[config.mk]
export PLATFORM = sky130hd
export DESIGN_NAME = fsm_seq_ctrl
export DESIGN_NICKNAME = d
export VERILOG_FILES = /design/src/rtl/fsm_pkg.sv /design/src/rtl/fsm_capture_pipe.sv /design/src/rtl/fsm_seq_ctrl.sv
export SDC_FILE = /design/constraint.sdc
export NUM_CORES = 1
export LEC_CHECK = 0
export ABC_AREA = 1
export BUFFER_PORTS_ARGS = -buffer_cell sky130_fd_sc_hd__buf_2
export CAP_MARGIN = 20
export CORE_MARGIN = 2
export CORE_UTILIZATION = 50
export CTS_CLUSTER_SIZE = 10
export DETAILED_ROUTE_END_ITERATION = 12
export PLACE_DENSITY = 0.75
export SLEW_MARGIN = 30
export SYNTH_ARGS = -nofsm -noshare
export SYNTH_HDL_FRONTEND = slang
export SYNTH_HIERARCHICAL = 1
export SYNTH_SLANG_ARGS = --single-unit
[constraint.sdc]
create_clock -name clk -period 1.74 [get_ports clk]
set_input_delay 0.261 -clock clk [delete_from_list [all_inputs] [get_ports clk]]
set_output_delay 0.261 -clock clk [all_outputs]
set_load 0.01 [all_outputs]
[src/rtl/fsm_pkg.sv]
// Shared definitions for the sequence-FSM sequencer: controller states,
// FSM output symbol encodings and the legal parameter ranges.
package fsm_pkg;

  // Sequencer controller states
  typedef enum logic [2:0] {
    IDLE  = 3'd0,
    CLEAR = 3'd1,
    SHIFT = 3'd2,
    DRAIN = 3'd3,
    DONE  = 3'd4
  } state_e;

  // 2-bit output symbols produced by the sequence FSM
  localparam logic [1:0] SYM0 = 2'd0;
  localparam logic [1:0] SYM1 = 2'd1;
  localparam logic [1:0] SYM2 = 2'd2;
  localparam logic [1:0] SYM3 = 2'd3;

  // Supported ranges for pattern length and FSM output latency
  localparam int N_MIN   = 2;
  localparam int N_MAX   = 32;
  localparam int LAT_MIN = 1;
  localparam int LAT_MAX = 4;

endpackage

[src/rtl/fsm_capture_pipe.sv]
// Delay line that follows each driven pattern bit for LAT cycles so the
// parent knows exactly when, and into which slot, the FSM output lands.
module fsm_capture_pipe #(
  parameter int LAT = 1,
  parameter int IW  = 3
) (
  input  logic          clk,
  input  logic          rst,
  input  logic          vld_i,
  input  logic [IW-1:0] idx_i,
  output logic          vld_o,
  output logic [IW-1:0] idx_o
);

  logic [LAT-1:0] vld_q;
  logic [IW-1:0]  idx_q [LAT];

  // Shift the (valid, index) pair one stage per cycle; reset empties the line
  always_ff @(posedge clk or negedge rst) begin
    if (!rst) begin
      vld_q <= '0;
      for (int i = 0; i < LAT; i++) begin
        idx_q[i] <= '0;
      end
    end else begin
      vld_q[0] <= vld_i;
      idx_q[0] <= idx_i;
      for (int i = 1; i < LAT; i++) begin
        vld_q[i] <= vld_q[i-1];
        idx_q[i] <= idx_q[i-1];
      end
    end
  end

  assign vld_o = vld_q[LAT-1];
  assign idx_o = idx_q[LAT-1];

endmodule

[src/rtl/fsm_seq_ctrl.sv]
// Sequencer that restarts a 1-in/2-out Mealy FSM, shifts an N-bit pattern
// into it LSB first, and gathers every FSM output into a result word plus
// counts of symbol 1 and symbol 2 outputs.
module fsm_seq_ctrl
  import fsm_pkg::*;
#(
  parameter int N   = 8,
  parameter int LAT = 1
) (
  input  logic                   clk,
  input  logic                   rst,
  input  logic                   start,
  input  logic [N-1:0]           pattern,
  output logic                   busy,
  output logic                   done,
  output logic                   fsm_in,
  output logic                   fsm_rst_n,
  input  logic [1:0]             fsm_out,
  output logic [2*N-1:0]         result,
  output logic [$clog2(N+1)-1:0] cnt1,
  output logic [$clog2(N+1)-1:0] cnt2
);

  localparam int IW = (N > 1) ? $clog2(N) : 1;
  localparam int CW = $clog2(N+1);
  localparam int DW = (LAT > 1) ? $clog2(LAT) : 1;

  state_e          state_q, state_d;
  logic [IW-1:0]   bit_q, bit_d;
  logic [DW-1:0]   drn_q, drn_d;
  logic [N-1:0]    pat_q, pat_d;
  logic            accept;

  logic            busy_q, busy_d;
  logic            done_q, done_d;
  logic            fsm_in_q, fsm_in_d;
  logic            fsm_rst_n_q, fsm_rst_n_d;
  logic [2*N-1:0]  result_q, result_d;
  logic [CW-1:0]   cnt1_q, cnt1_d;
  logic [CW-1:0]   cnt2_q, cnt2_d;

  logic            cap_vld;
  logic [IW-1:0]   cap_idx;

  // Each SHIFT cycle launches one bit into the pipe; it pops out when the FSM answer is valid
  fsm_capture_pipe #(
    .LAT (LAT),
    .IW  (IW)
  ) u_capture_pipe (
    .clk   (clk),
    .rst   (rst),
    .vld_i (state_q == SHIFT),
    .idx_i (bit_q),
    .vld_o (cap_vld),
    .idx_o (cap_idx)
  );

  // Next-state logic plus the registered-output values derived from the next state
  always_comb begin
    state_d = state_q;
    bit_d   = bit_q;
    drn_d   = drn_q;
    pat_d   = pat_q;
    accept  = 1'b0;

    case (state_q)
      IDLE: begin
        if (start) begin
          accept  = 1'b1;
          pat_d   = pattern;
          state_d = CLEAR;
        end
      end
      CLEAR: begin
        bit_d   = '0;
        state_d = SHIFT;
      end
      SHIFT: begin
        if (bit_q == IW'(N-1)) begin
          drn_d   = '0;
          state_d = DRAIN;
        end else begin
          bit_d = bit_q + IW'(1);
        end
      end
      DRAIN: begin
        if (drn_q == DW'(LAT-1)) begin
          state_d = DONE;
        end else begin
          drn_d = drn_q + DW'(1);
        end
      end
      DONE: begin
        state_d = IDLE;
      end
      default: begin
        state_d = IDLE;
      end
    endcase

    busy_d      = (state_d == CLEAR) || (state_d == SHIFT) || (state_d == DRAIN);
    done_d      = (state_d == DONE);
    fsm_rst_n_d = (state_d != CLEAR);
    fsm_in_d    = (state_d == SHIFT) ? pat_d[bit_d] : 1'b0;
  end

  // Result slot write and symbol counting when a tracked bit's output arrives
  always_comb begin
    result_d = result_q;
    cnt1_d   = cnt1_q;
    cnt2_d   = cnt2_q;
    if (accept) begin
      result_d = '0;
      cnt1_d   = '0;
      cnt2_d   = '0;
    end else if (cap_vld) begin
      result_d[{cap_idx, 1'b0} +: 2] = fsm_out;
      if (fsm_out == SYM1) begin
        cnt1_d = cnt1_q + CW'(1);
      end
      if (fsm_out == SYM2) begin
        cnt2_d = cnt2_q + CW'(1);
      end
    end
  end

  // Controller state, bit index, drain counter and latched pattern
  always_ff @(posedge clk or negedge rst) begin
    if (!rst) begin
      state_q <= IDLE;
      bit_q   <= '0;
      drn_q   <= '0;
      pat_q   <= '0;
    end else begin
      state_q <= state_d;
      bit_q   <= bit_d;
      drn_q   <= drn_d;
      pat_q   <= pat_d;
    end
  end

  // Registered outputs so nothing the host or FSM sees is combinational
  always_ff @(posedge clk or negedge rst) begin
    if (!rst) begin
      busy_q      <= 1'b0;
      done_q      <= 1'b0;
      fsm_in_q    <= 1'b0;
      fsm_rst_n_q <= 1'b1;
      result_q    <= '0;
      cnt1_q      <= '0;
      cnt2_q      <= '0;
    end else begin
      busy_q      <= busy_d;
      done_q      <= done_d;
      fsm_in_q    <= fsm_in_d;
      fsm_rst_n_q <= fsm_rst_n_d;
      result_q    <= result_d;
      cnt1_q      <= cnt1_d;
      cnt2_q      <= cnt2_d;
    end
  end

  assign busy      = busy_q;
  assign done      = done_q;
  assign fsm_in    = fsm_in_q;
  assign fsm_rst_n = fsm_rst_n_q;
  assign result    = result_q;
  assign cnt1      = cnt1_q;
  assign cnt2      = cnt2_q;

endmodule

==> impl_metrics.py, run 1 <==
metrics = {
    "sta": {
        "slew_headroom": 0.669,
        "hold_ws_ns": 0.272,
        "setup_viol": 0,
        "final-max-slew-violation-count": 0,
        "finalHoldViolCount": 0,
        "fin_ws_ns": 0.0835,
        "rsz0062_at_grt": "false",
        "clock_skew_ns": 0.00418,
        "worst_pin_slew_ns": 0.496,
        "period_needed_ns": 1.66,
        "achievable-frequency_mhz": 604,
        "period_share": 0.952,
        "setup_tns_ns": 0,
    },
    "drt": {
        "drt-initial-drc-count": 92,
        "post_drt_wl_per_cell_um": 11.6,
        "wl_mm": 4.60,
        "wl_met1_mm": 2.02,
        "dr.pass1.iters": 4,
        "via_per_inst": 5.05,
        "dr_total_vias": 1993,
        "ant_nets": 0,
        "drc": 0,
        "top_layer": "met4",
        "met3_length_um": 203,
        "met2WireLength_mm": 2.28,
    },
    "critical_path": {
        "r2r_slack_ns": 0.08,
        "max_stage_delay_ns": 0.40,
        "critPathRequiredTime_ns": 1.96,
        "r2r-end": "result[6]$_DFFE_PN0P_",
        "critical_path.max_fanout": 5,
        "r2r_cells": 6,
        "path_cells": "inv_2, ha_2, ha_1, nor3_1, nand2_1, o21ai_0",
        "critPathSlowestCell": "dfrtp_1",
        "critPathLaunchType": "register",
        "timing_worst_setup_path_type": "register to register",
        "r2r_start": "u_capture_pipe/idx_o[1]$_DFF_PN0_",
        "worstPathArrival_ns": 1.88,
        "endpoint_kind": "register",
        "cp_num_buf_inv": 1,
        "cp_top_family": "simple AND/OR/NAND/NOR gates",
    },
    "global_route": {
        "grt_pass1_vias": 1856,
        "grt_start_max_net_pins": 27,
        "grt_usage": 0.192,
        "globalRouteOverflowTotal": 0,
        "grt_pass1_wl_mm": 7.87,
        "antenna_found_initial": 0,
    },
    "finish": {
        "layout_commonest_cell": "nand2_1",
        "n_antenna_cell": 0,
        "final_cell_mix": "75 x nand2_1, 45 x inv_1, 44 x dfrtp_1, 40 x buf_2, 37 x nand3_1",
        "area_growth_pct": 19.8,
        "nFillCells": 396,
        "drive_above_1_share": 0.239,
        "stdcell_count": 395,
        "nets": 364,
        "final_area_mm2": 0.00281,
    },
    "clock_tree": {
        "h-tree-depth": 2,
        "cts.clk_slew.worst_paths_ns": 0.08,
        "cts_buffers": 5,
        "cts.path.max_buffers": 2,
        "clk-insertion-delay-late_ns": 0.30,
        "cts_sinks": 46,
        "cts_root_buf": "clkbuf_8",
        "cts_tree": "yes",
    },
    "yosys": {
        "synth_top_family_by_area": "simple AND/OR/NAND/NOR gates",
        "ys_seq_elements": 46,
        "synth_cells": 291,
        "synth_cell_types": 26,
        "yosys.area_share.simple": 0.284,
        "synth_compound_area_frac": 0.0732,
        "avgSynthCellArea_um2": 8.05,
        "yosys_warnings": 6,
        "netlist_area_mm2": 0.00234,
        "synth_seq_area_share": 0.492,
        "synth_fa_ha_area_frac": 0.0481,
        "syn_nets": 313,
        "synthXorXnorAreaFrac": 0.00748,
        "synthMuxAreaShare": 0,
    },
    "power": {
        "power.leakage_nw": 1.51,
        "ir_drop_uv": 875,
        "pwr_density_cell_mw_per_mm2": 1610,
    },
    "place": {
        "dpl.hpwl_mm": 3.50,
        "place_congestion": 0.890,
        "portBuffers": 40,
        "place_ws_ns": 0.0275,
        "dp.cells": 384,
        "place_area_mm2": 0.00263,
    },
    "floorplanning": {
        "die_h_um": 72.4,
        "rows": 24,
        "floorplan.initialDensity": 0.527,
        "die_area_mm2": 0.00525,
        "die-width_um": 72.4,
        "core_region_area_mm2": 0.00444,
        "boundaryPins": 41,
    },
    "outcome": {
        "status": "completed",
    },
    "hold_path": {
        "hold_path_class": "primary input to register",
        "hold_start": "pattern[7]",
        "min_delay_worst_endpoint": "pat_q[7]$_DFF_PN0_",
        "worstHoldPathCells": 5,
    },
    "flow_run": {
        "max_cap_violations": 0,
    },
}
## cells by family after synthesis
logic type / count (synthesis)
adder cells (fa/ha/maj): 9
AND/OR/NAND/NOR: 145
flip-flops: 46
AO/OA/AOI/OAI: 33
XOR/XNOR: 2
buffers and inverters: 56
## final cells by class
class                           instances  area [um2]  share of cell area
Clock buffer                            8         110              0.0393
Timing Repair Buffer                   48         275              0.0981
Sequential cell                        46        1150               0.411
Inverter                               52         198              0.0705
Tap cell                               52        65.1              0.0232
Multi-Input combinational cell        189        1000               0.358
## through the flow
stage | total power [mW] | utilization
5_1_grt | 4.93 | 0.631
2_1_floorplan | 3.08 | -
3_3_place_gp | 3.57 | 0.592
3_5_place_dp | 3.64 | 0.592
4_1_cts | 4.40 | 0.619
6_report | 4.51 | 0.631
## registers in the layout (all words and copies together) (netlist names)
| register | count |
|---|---|
| bit_q | 3 |
| busy | 1 |
| cnt1 | 4 |
| cnt2 | 4 |
| done | 1 |
| fsm_in | 1 |
| fsm_rst_n | 1 |
| pat_q | 8 |
| result | 16 |
| state_q | 3 |
| u_capture_pipe/idx_o | 3 |
| u_capture_pipe/vld_o | 1 |
## worst register-to-register path: cells and delay by family, from the launching register on
| kind | cells | cell delay (ns) |
|---|---|---|
| AOI/OAI and AO/OA | 1 | 0.16 |
| and+or+nand+nor | 2 | 0.50 |
| DFF | 1 | 0.40 |
| adders and majority gates | 2 | 0.46 |
| buffers and inverters | 1 | 0.08 |
## repair_timing
item                                    in CTS  in global routing
hold endpoints to repair                    19                  0
setup buffers                                0                  2
gates resized for setup                      0                 11
hold buffers                                 1                  0
endpoints found under the setup margin       0                 13
## where the power goes
part	internal, mW	total (mW)	switching [mW]
sequential	1.37	1.55	0.177
combinational	0.787	2.23	1.44
clock	0.401	0.738	0.337
## synthesized netlist by cell type
cell type  number  area (um2)
nand3_1        38         190
nand3_2         3        30.0
inv_2           4        15.0
nand4_1         3        18.8
dfrtp_1        45        1130
nand2_4         1        11.3
o21ai_0        19        95.1
nor3_1          6        30.0
or2_0           1        6.26
o22ai_1         2        12.5
nor2_1         12        45.0
buf_2           3        15.0
clkinv_1        1        3.75
inv_4           1        6.26
buf_6           1        11.3
dfstp_2         1        26.3
inv_1          46         173
a21oi_2         1        8.76
o21ai_1         5        25.0
nand2_2         2        12.5
nor2_8          1        20.0
a21oi_1         6        30.0
nand2_1        75         282
xnor2_1         2        17.5
nor2_2          3        18.8
ha_1            9         113
## worst max path at each step
stage	slack, ns	start	end	cells past startpoint
after CTS	0.004	u_capture_pipe/idx_o[1]$_DFF_PN0_	result[9]$_DFFE_PN0P_	8
after detailed placement	0.03	u_capture_pipe/idx_o[1]$_DFF_PN0_	result[9]$_DFFE_PN0P_	8
after floorplan	0.1	u_capture_pipe/idx_o[0]$_DFF_PN0_	result[8]$_DFFE_PN0P_	8
after global routing	0.007	u_capture_pipe/idx_o[1]$_DFF_PN0_	result[6]$_DFFE_PN0P_	6
final	0.08	u_capture_pipe/idx_o[1]$_DFF_PN0_	result[6]$_DFFE_PN0P_	6
after global placement	0.14	u_capture_pipe/idx_o[1]$_DFF_PN0_	result[9]$_DFFE_PN0P_	8
## per-layer routing
metal,up-vias,global-route usage
met4,0,0.0885
met5,-,0
li1,1022,-
met3,10,0.0458
met1,912,0.226
met2,49,0.333
No activity file was read; power rests on OpenSTA's default activity.
==> run 2: changes to the inputs <==
==> constraint.sdc (replaced) <==
create_clock -name clk -period 1.74 [get_ports clk]
set_input_delay 0.348 -clock clk [delete_from_list [all_inputs] [get_ports clk]]
set_output_delay 0.348 -clock clk [all_outputs]
set_load 0.01 [all_outputs]
==> impl_metrics.py, run 2 (synthesized netlist as in run 1, its figures left out) <==
metrics = {
    "power": {
        "totalPowerFinal_mw": 4.40,
        "ir_drop_uv": 963,
        "pwr_density_cell_mw_per_mm2": 1590,
        "power.leakage_nw": 1.49,
    },
    "place": {
        "dp.cells": 384,
        "dpl.hpwl_mm": 3.54,
        "portBuffers": 40,
        "place_area_mm2": 0.00263,
        "place_congestion": 0.889,
        "place_ws_ns": 0.0500,
    },
    "clock_tree": {
        "cts_tree": "yes",
        "clk-insertion-delay-late_ns": 0.30,
        "cts_buffers": 5,
        "cts_sinks": 46,
        "h-tree-depth": 2,
        "cts.clk_slew.worst_paths_ns": 0.08,
        "cts_root_buf": "clkbuf_8",
        "cts.path.max_buffers": 2,
    },
    "critical_path": {
        "timing_worst_setup_path_type": "register to register",
        "r2r_start": "u_capture_pipe/idx_o[1]$_DFF_PN0_",
        "max_stage_delay_ns": 0.37,
        "worstPathArrival_ns": 1.89,
        "critPathRequiredTime_ns": 1.96,
        "r2r_slack_ns": 0.07,
        "critPathLaunchType": "register",
        "path_cells": "inv_1, ha_2, ha_1, nor3_1, nand2_1, o21ai_0",
        "r2r_cells": 6,
        "critical_path.max_fanout": 5,
        "r2r-end": "result[7]$_DFFE_PN0P_",
        "endpoint_kind": "register",
        "critPathSlowestCell": "dfrtp_1",
    },
    "floorplanning": {
        "die_h_um": 72.4,
        "rows": 24,
        "die-width_um": 72.4,
        "floorplan.initialDensity": 0.527,
        "core_region_area_mm2": 0.00444,
        "die_area_mm2": 0.00525,
        "boundaryPins": 41,
    },
    "sta": {
        "clock_skew_ns": 0.00488,
        "hold_ws_ns": 0.0223,
        "finalHoldViolCount": 0,
        "period_share": 0.958,
        "rsz0062_at_grt": "true",
        "fin_ws_ns": 0.0733,
        "setup_tns_ns": 0,
        "achievable-frequency_mhz": 600,
        "setup_viol": 0,
        "final-max-slew-violation-count": 0,
        "period_needed_ns": 1.67,
        "slew_headroom": 0.640,
        "worst_pin_slew_ns": 0.539,
    },
    "global_route": {
        "grt_usage": 0.191,
        "grt_start_max_net_pins": 25,
        "grt_pass1_vias": 1829,
        "grt_pass1_wl_mm": 7.79,
        "globalRouteOverflowTotal": 0,
        "antenna_found_initial": 0,
    },
    "finish": {
        "multi_input_area_mm2": 0.00100,
        "n_antenna_cell": 0,
        "final_cell_mix": "75 x nand2_1, 46 x inv_1, 44 x dfrtp_1, 40 x buf_2, 38 x nand3_1",
        "final_area_mm2": 0.00277,
        "nets": 363,
        "stdcell_count": 394,
        "largest_reg_flops": 16,
        "drive_above_1_share": 0.228,
        "area_growth_pct": 18.1,
        "fin_util": 0.622,
        "register_area_mm2": 0.00115,
        "layout_commonest_cell": "nand2_1",
        "nFillCells": 393,
    },
    "drt": {
        "drt-initial-drc-count": 129,
        "post_drt_wl_per_cell_um": 11.8,
        "ant_nets": 0,
        "dr_total_vias": 2016,
        "dr.pass1.iters": 4,
        "wl_mm": 4.65,
        "via_per_inst": 5.12,
        "drc": 0,
    },
    "flow_run": {
        "max_cap_violations": 0,
    },
    "hold_path": {
        "hold_path_class": "primary input to asynchronous set/reset pin",
    },
    "outcome": {
        "status": "completed",
    },
}
==> run 2: critical path: cells and delay by family, from the launching register on <==
kind,cells,cell delay (ns)
simple gates,2,0.50
flops,1,0.37
buf+inv,1,0.09
fa+ha+maj,2,0.47
compound gates,1,0.16
==> run 2: routing by layer <==
metal | up-vias | wire, um | global-route usage
met5 | - | 0 | 0
met4 | 0 | 101 | 0.0823
met3 | 9 | 269 | 0.0347
met2 | 57 | 2290 | 0.337
met1 | 930 | 2000 | 0.226
li1 | 1020 | - | -
==> run 2: worst max path at each step <==
| stage | cells past startpoint | slack [ns] | from | endpoint |
|---|---|---|---|---|
| 4_1_cts | 8 | 0.03 | u_capture_pipe/idx_o[1]$_DFF_PN0_ | result[9]$_DFFE_PN0P_ |
| 6_report | 6 | 0.07 | u_capture_pipe/idx_o[1]$_DFF_PN0_ | result[7]$_DFFE_PN0P_ |
| 2_1_floorplan | 8 | 0.1 | u_capture_pipe/idx_o[0]$_DFF_PN0_ | result[8]$_DFFE_PN0P_ |
| 5_1_grt | 6 | -0.02 | u_capture_pipe/idx_o[1]$_DFF_PN0_ | result[11]$_DFFE_PN0P_ |
| 3_5_place_dp | 8 | 0.05 | u_capture_pipe/idx_o[1]$_DFF_PN0_ | result[9]$_DFFE_PN0P_ |
| 3_3_place_gp | 8 | 0.13 | u_capture_pipe/idx_o[1]$_DFF_PN0_ | result[9]$_DFFE_PN0P_ |
==> run 2: final cells by class <==
| type | instances | share of cell area |
|---|---|---|
| flip-flops and latches | 46 | 0.417 |
| clock buffers | 8 | 0.0290 |
| multi-input cells | 189 | 0.363 |
| inverters | 52 | 0.0715 |
| repair buffers | 47 | 0.0959 |
| well taps | 52 | 0.0235 |
==> run 2: timing repair <==
item,in CTS,in global routing
hold buffers,0,0
resized for setup,0,10
setup endpoints to repair,0,12
setup buffers,0,2
==> run 2: report_power, final <==
part / switching [mW] / leakage (nW) / internal, mW / total, mW
Clock: 0.337 / 0.0395 / 0.286 / 0.623
Sequential: 0.185 / 0.592 / 1.37 / 1.56
Combinational: 1.44 / 0.859 / 0.787 / 2.22
==> run 3: changes to the inputs <==
--- a/config.mk
+++ b/config.mk
@@ -5,11 +5,10 @@
 export SDC_FILE = /design/constraint.sdc
 export NUM_CORES = 1
 export LEC_CHECK = 0
-export ABC_AREA = 1
-export BUFFER_PORTS_ARGS = -buffer_cell sky130_fd_sc_hd__buf_2
+export BUFFER_PORTS_ARGS = -buffer_cell sky130_fd_sc_hd__clkbuf_2
 export CAP_MARGIN = 20
 export CORE_MARGIN = 2
-export CORE_UTILIZATION = 50
+export CORE_UTILIZATION = 49
 export CTS_CLUSTER_SIZE = 10
 export DETAILED_ROUTE_END_ITERATION = 12
 export PLACE_DENSITY = 0.75
==> impl_metrics.py, run 3 <==
metrics = {
    "outcome": {
        "status": "completed",
    },
    "finish": {
        "final_area_mm2": 0.00271,
        "largest_reg_flops": 16,
        "area_growth_pct": 27.0,
        "n_antenna_cell": 0,
        "final_cell_mix": "43 x dfrtp_1, 40 x nand2_1, 40 x clkbuf_2, 20 x buf_4, 19 x nor2_1",
        "nets": 297,
        "drive_above_1_share": 0.337,
        "layout_commonest_cell": "dfrtp_1",
    },
    "clock_tree": {
        "cts_tree": "yes",
        "h-tree-depth": 2,
        "cts.path.max_buffers": 2,
        "cts_buffers": 5,
        "cts_sinks": 46,
        "ctsHoldBuffers": 0,
        "clk-insertion-delay-late_ns": 0.30,
        "cts_root_buf": "clkbuf_8",
        "cts.clk_slew.worst_paths_ns": 0.08,
    },
    "place": {
        "place_ws_ns": -0.0198,
        "portBuffers": 40,
        "dpl.hpwl_mm": 3.09,
        "place_congestion": 0.955,
        "place_area_mm2": 0.00248,
    },
    "floorplanning": {
        "floorplan.initialDensity": 0.521,
        "die_area_mm2": 0.00489,
        "die_h_um": 69.9,
        "die-width_um": 69.9,
        "rows": 23,
        "core_region_area_mm2": 0.00409,
        "boundaryPins": 41,
    },
    "yosys": {
        "synth_compound_area_frac": 0.109,
        "netlist_area_mm2": 0.00213,
        "yosysMostFrequentCell": "dfrtp_1",
        "yosys-top-cells-area": "dfrtp_1 53%, nand2_1 7.6%, ha_1 5.3%, nor2_1 3.5%, a21oi_1 2.6%",
        "synth_seq_area_share": 0.541,
        "synthXorXnorAreaFrac": 0.0288,
        "synthMuxAreaShare": 0.0235,
        "synth_cells": 211,
        "synth_fa_ha_area_frac": 0.0528,
        "synthArstFlopShare": 1.00,
        "yosys.area_share.simple": 0.214,
        "synth_top_family_by_area": "simple AND/OR/NAND/NOR gates",
        "synth_cell_types": 38,
        "yosys_warnings": 6,
        "synth_top_area_share": 0.528,
        "syn_nets": 233,
        "synth-edff-count": 0,
        "ys_seq_elements": 46,
        "avgSynthCellArea_um2": 10.1,
        "synth_top_flop_cell": "dfrtp_1",
        "synth_top_area_cell": "dfrtp_1",
        "ys_top_cells_by_count": "45 x dfrtp_1, 43 x nand2_1, 20 x nor2_1",
    },
    "critical_path": {
        "cp_num_buf_inv": 2,
        "r2r_start": "state_q[2]$_DFF_PN0_",
        "timing_worst_setup_path_type": "register to register",
        "max_stage_delay_ns": 0.46,
        "critical_path.max_fanout": 7,
        "endpoint_kind": "register",
        "critPathRequiredTime_ns": 1.98,
        "r2r_slack_ns": 0.04,
        "crit_start": "state_q[2]$_DFF_PN0_",
        "critPathLaunchType": "register",
        "critPathSlowestCell": "dfrtp_2",
        "path_cells": "nor4b_4, buf_4, clkbuf_4, nand2_1, a21oi_1, o21bai_1, nand3b_1, and3b_1",
        "worstPathArrival_ns": 1.93,
        "cp_top_family": "simple AND/OR/NAND/NOR gates",
    },
    "sta": {
        "setup_viol": 0,
        "finalHoldViolCount": 0,
        "period_needed_ns": 1.70,
        "fin_ws_ns": 0.0449,
        "final-max-slew-violation-count": 0,
        "worst_pin_slew_ns": 0.575,
        "clock_skew_ns": 0.00996,
        "rsz0062_at_grt": "true",
        "period_share": 0.974,
        "slew_headroom": 0.617,
        "achievable-frequency_mhz": 590,
    },
    "global_route": {
        "grt_usage": 0.190,
        "globalRouteOverflowTotal": 0,
        "grt_pass1_wl_mm": 7.46,
        "grt_pass1_vias": 1559,
        "grt_start_max_net_pins": 47,
        "antenna_found_initial": 0,
    },
    "drt": {
        "dr_total_vias": 1709,
        "via_per_inst": 5.24,
        "drc": 0,
        "post_drt_wl_per_cell_um": 14.0,
        "wl_mm": 4.56,
        "dr.pass1.iters": 4,
        "drt-initial-drc-count": 109,
        "ant_nets": 0,
    },
    "power": {
        "pwr_density_cell_mw_per_mm2": 1700,
        "seq_power_share": 0.353,
        "power_switching_mw": 1.82,
        "ir_drop_uv": 815,
        "power.internal_mw": 2.78,
        "swShare": 0.396,
        "p_clk_frac": 0.144,
        "power_frac_comb": 0.503,
        "power.leakage_nw": 1.40,
    },
    "flow_run": {
        "max_cap_violations": 0,
    },
    "hold_path": {
        "hold_path_class": "primary input to asynchronous set/reset pin",
    },
}
[run 3: changes by cell type after synthesis, sizes merged, moves of 3 or more]
| cell | delta |
|---|---|
| inv | -44 |
| o21ai | -11 |
| a22o | +3 |
| nand3 | -34 |
| a32o | +3 |
| xor2 | +4 |
| nand3b | +4 |
| nor2 | +5 |
| nand2 | -34 |
| a21oi | +5 |
| nor3 | -3 |
| mux2i | +5 |
[run 3: metrics by stage]
step,util,total power [mW],setup TNS [ns],std cells,hold WS (ns)
floorplan,-,2.91,0,211,0.0524
global placement,0.607,3.54,0,311,0.451
detailed placement,0.607,3.60,-0.0349,311,0.459
CTS,0.633,4.32,0,319,0.143
global route,0.662,4.95,-0.212,326,0.183
finish,0.662,4.60,0,326,0.112
[run 3: path summary, 6_finish.rpt]
| check | to | cells after the start |
|---|---|---|
| max | fsm_in$_DFF_PN0_ | 8 |
| min | result[3]$_DFFE_PN0P_ | 2 |
| max reg2reg | fsm_in$_DFF_PN0_ | 8 |
| min reg2reg | pat_q[3]$_DFF_PN0_ | 2 |
| max in group asynchronous | state_q[2]$_DFF_PN0_ | 2 |
| min in group clk | pat_q[3]$_DFF_PN0_ | 3 |
[run 3: timing repair]
action	CTS	global route
buffers inserted	0	5
endpoints found under the hold margin	0	0
setup endpoints to repair	5	16
pin swaps	2	5
gates cloned	0	2
gates resized for setup	2	25
[run 3: area by class of cell]
type                            count  area [um2]
Clock buffer                        8        90.1
Fill cell                         337        1380
Inverter                            7        26.3
Multi-Input combinational cell    152         992
Sequential cell                    46        1150
Tap cell                           50        62.6
Timing Repair Buffer               62         373
Timing Repair inverter              1        7.51
[run 3: logic make-up (layout without fill, tap and decap cells)]
logic type,count (synthesis),in the layout
and+or+nand+nor,94,94
DFF,46,46
AOI/OAI and AO/OA,37,37
buffers and inverters,13,78
adders and majority gates,9,9
xor gates and xnor gates,7,7
muxes,5,5
[run 3: power by group through the flow]
stage	clock network, mW	registers [mW]	logic (mW)
floorplan	0	1.66	1.25
CTS	0.679	1.61	2.03
detailed placement	0	1.63	1.97
global route	0.730	1.67	2.56
finish	0.663	1.62	2.31
global placement	0	1.62	1.92
[run 3: metal layers]
metal,track usage,vias to the layer above,wire length [um]
li1,-,847,-
met1,0.259,824,1990
met2,0.303,32,2350
met3,0.0476,6,169
met4,0.0534,0,52
met5,0,-,0
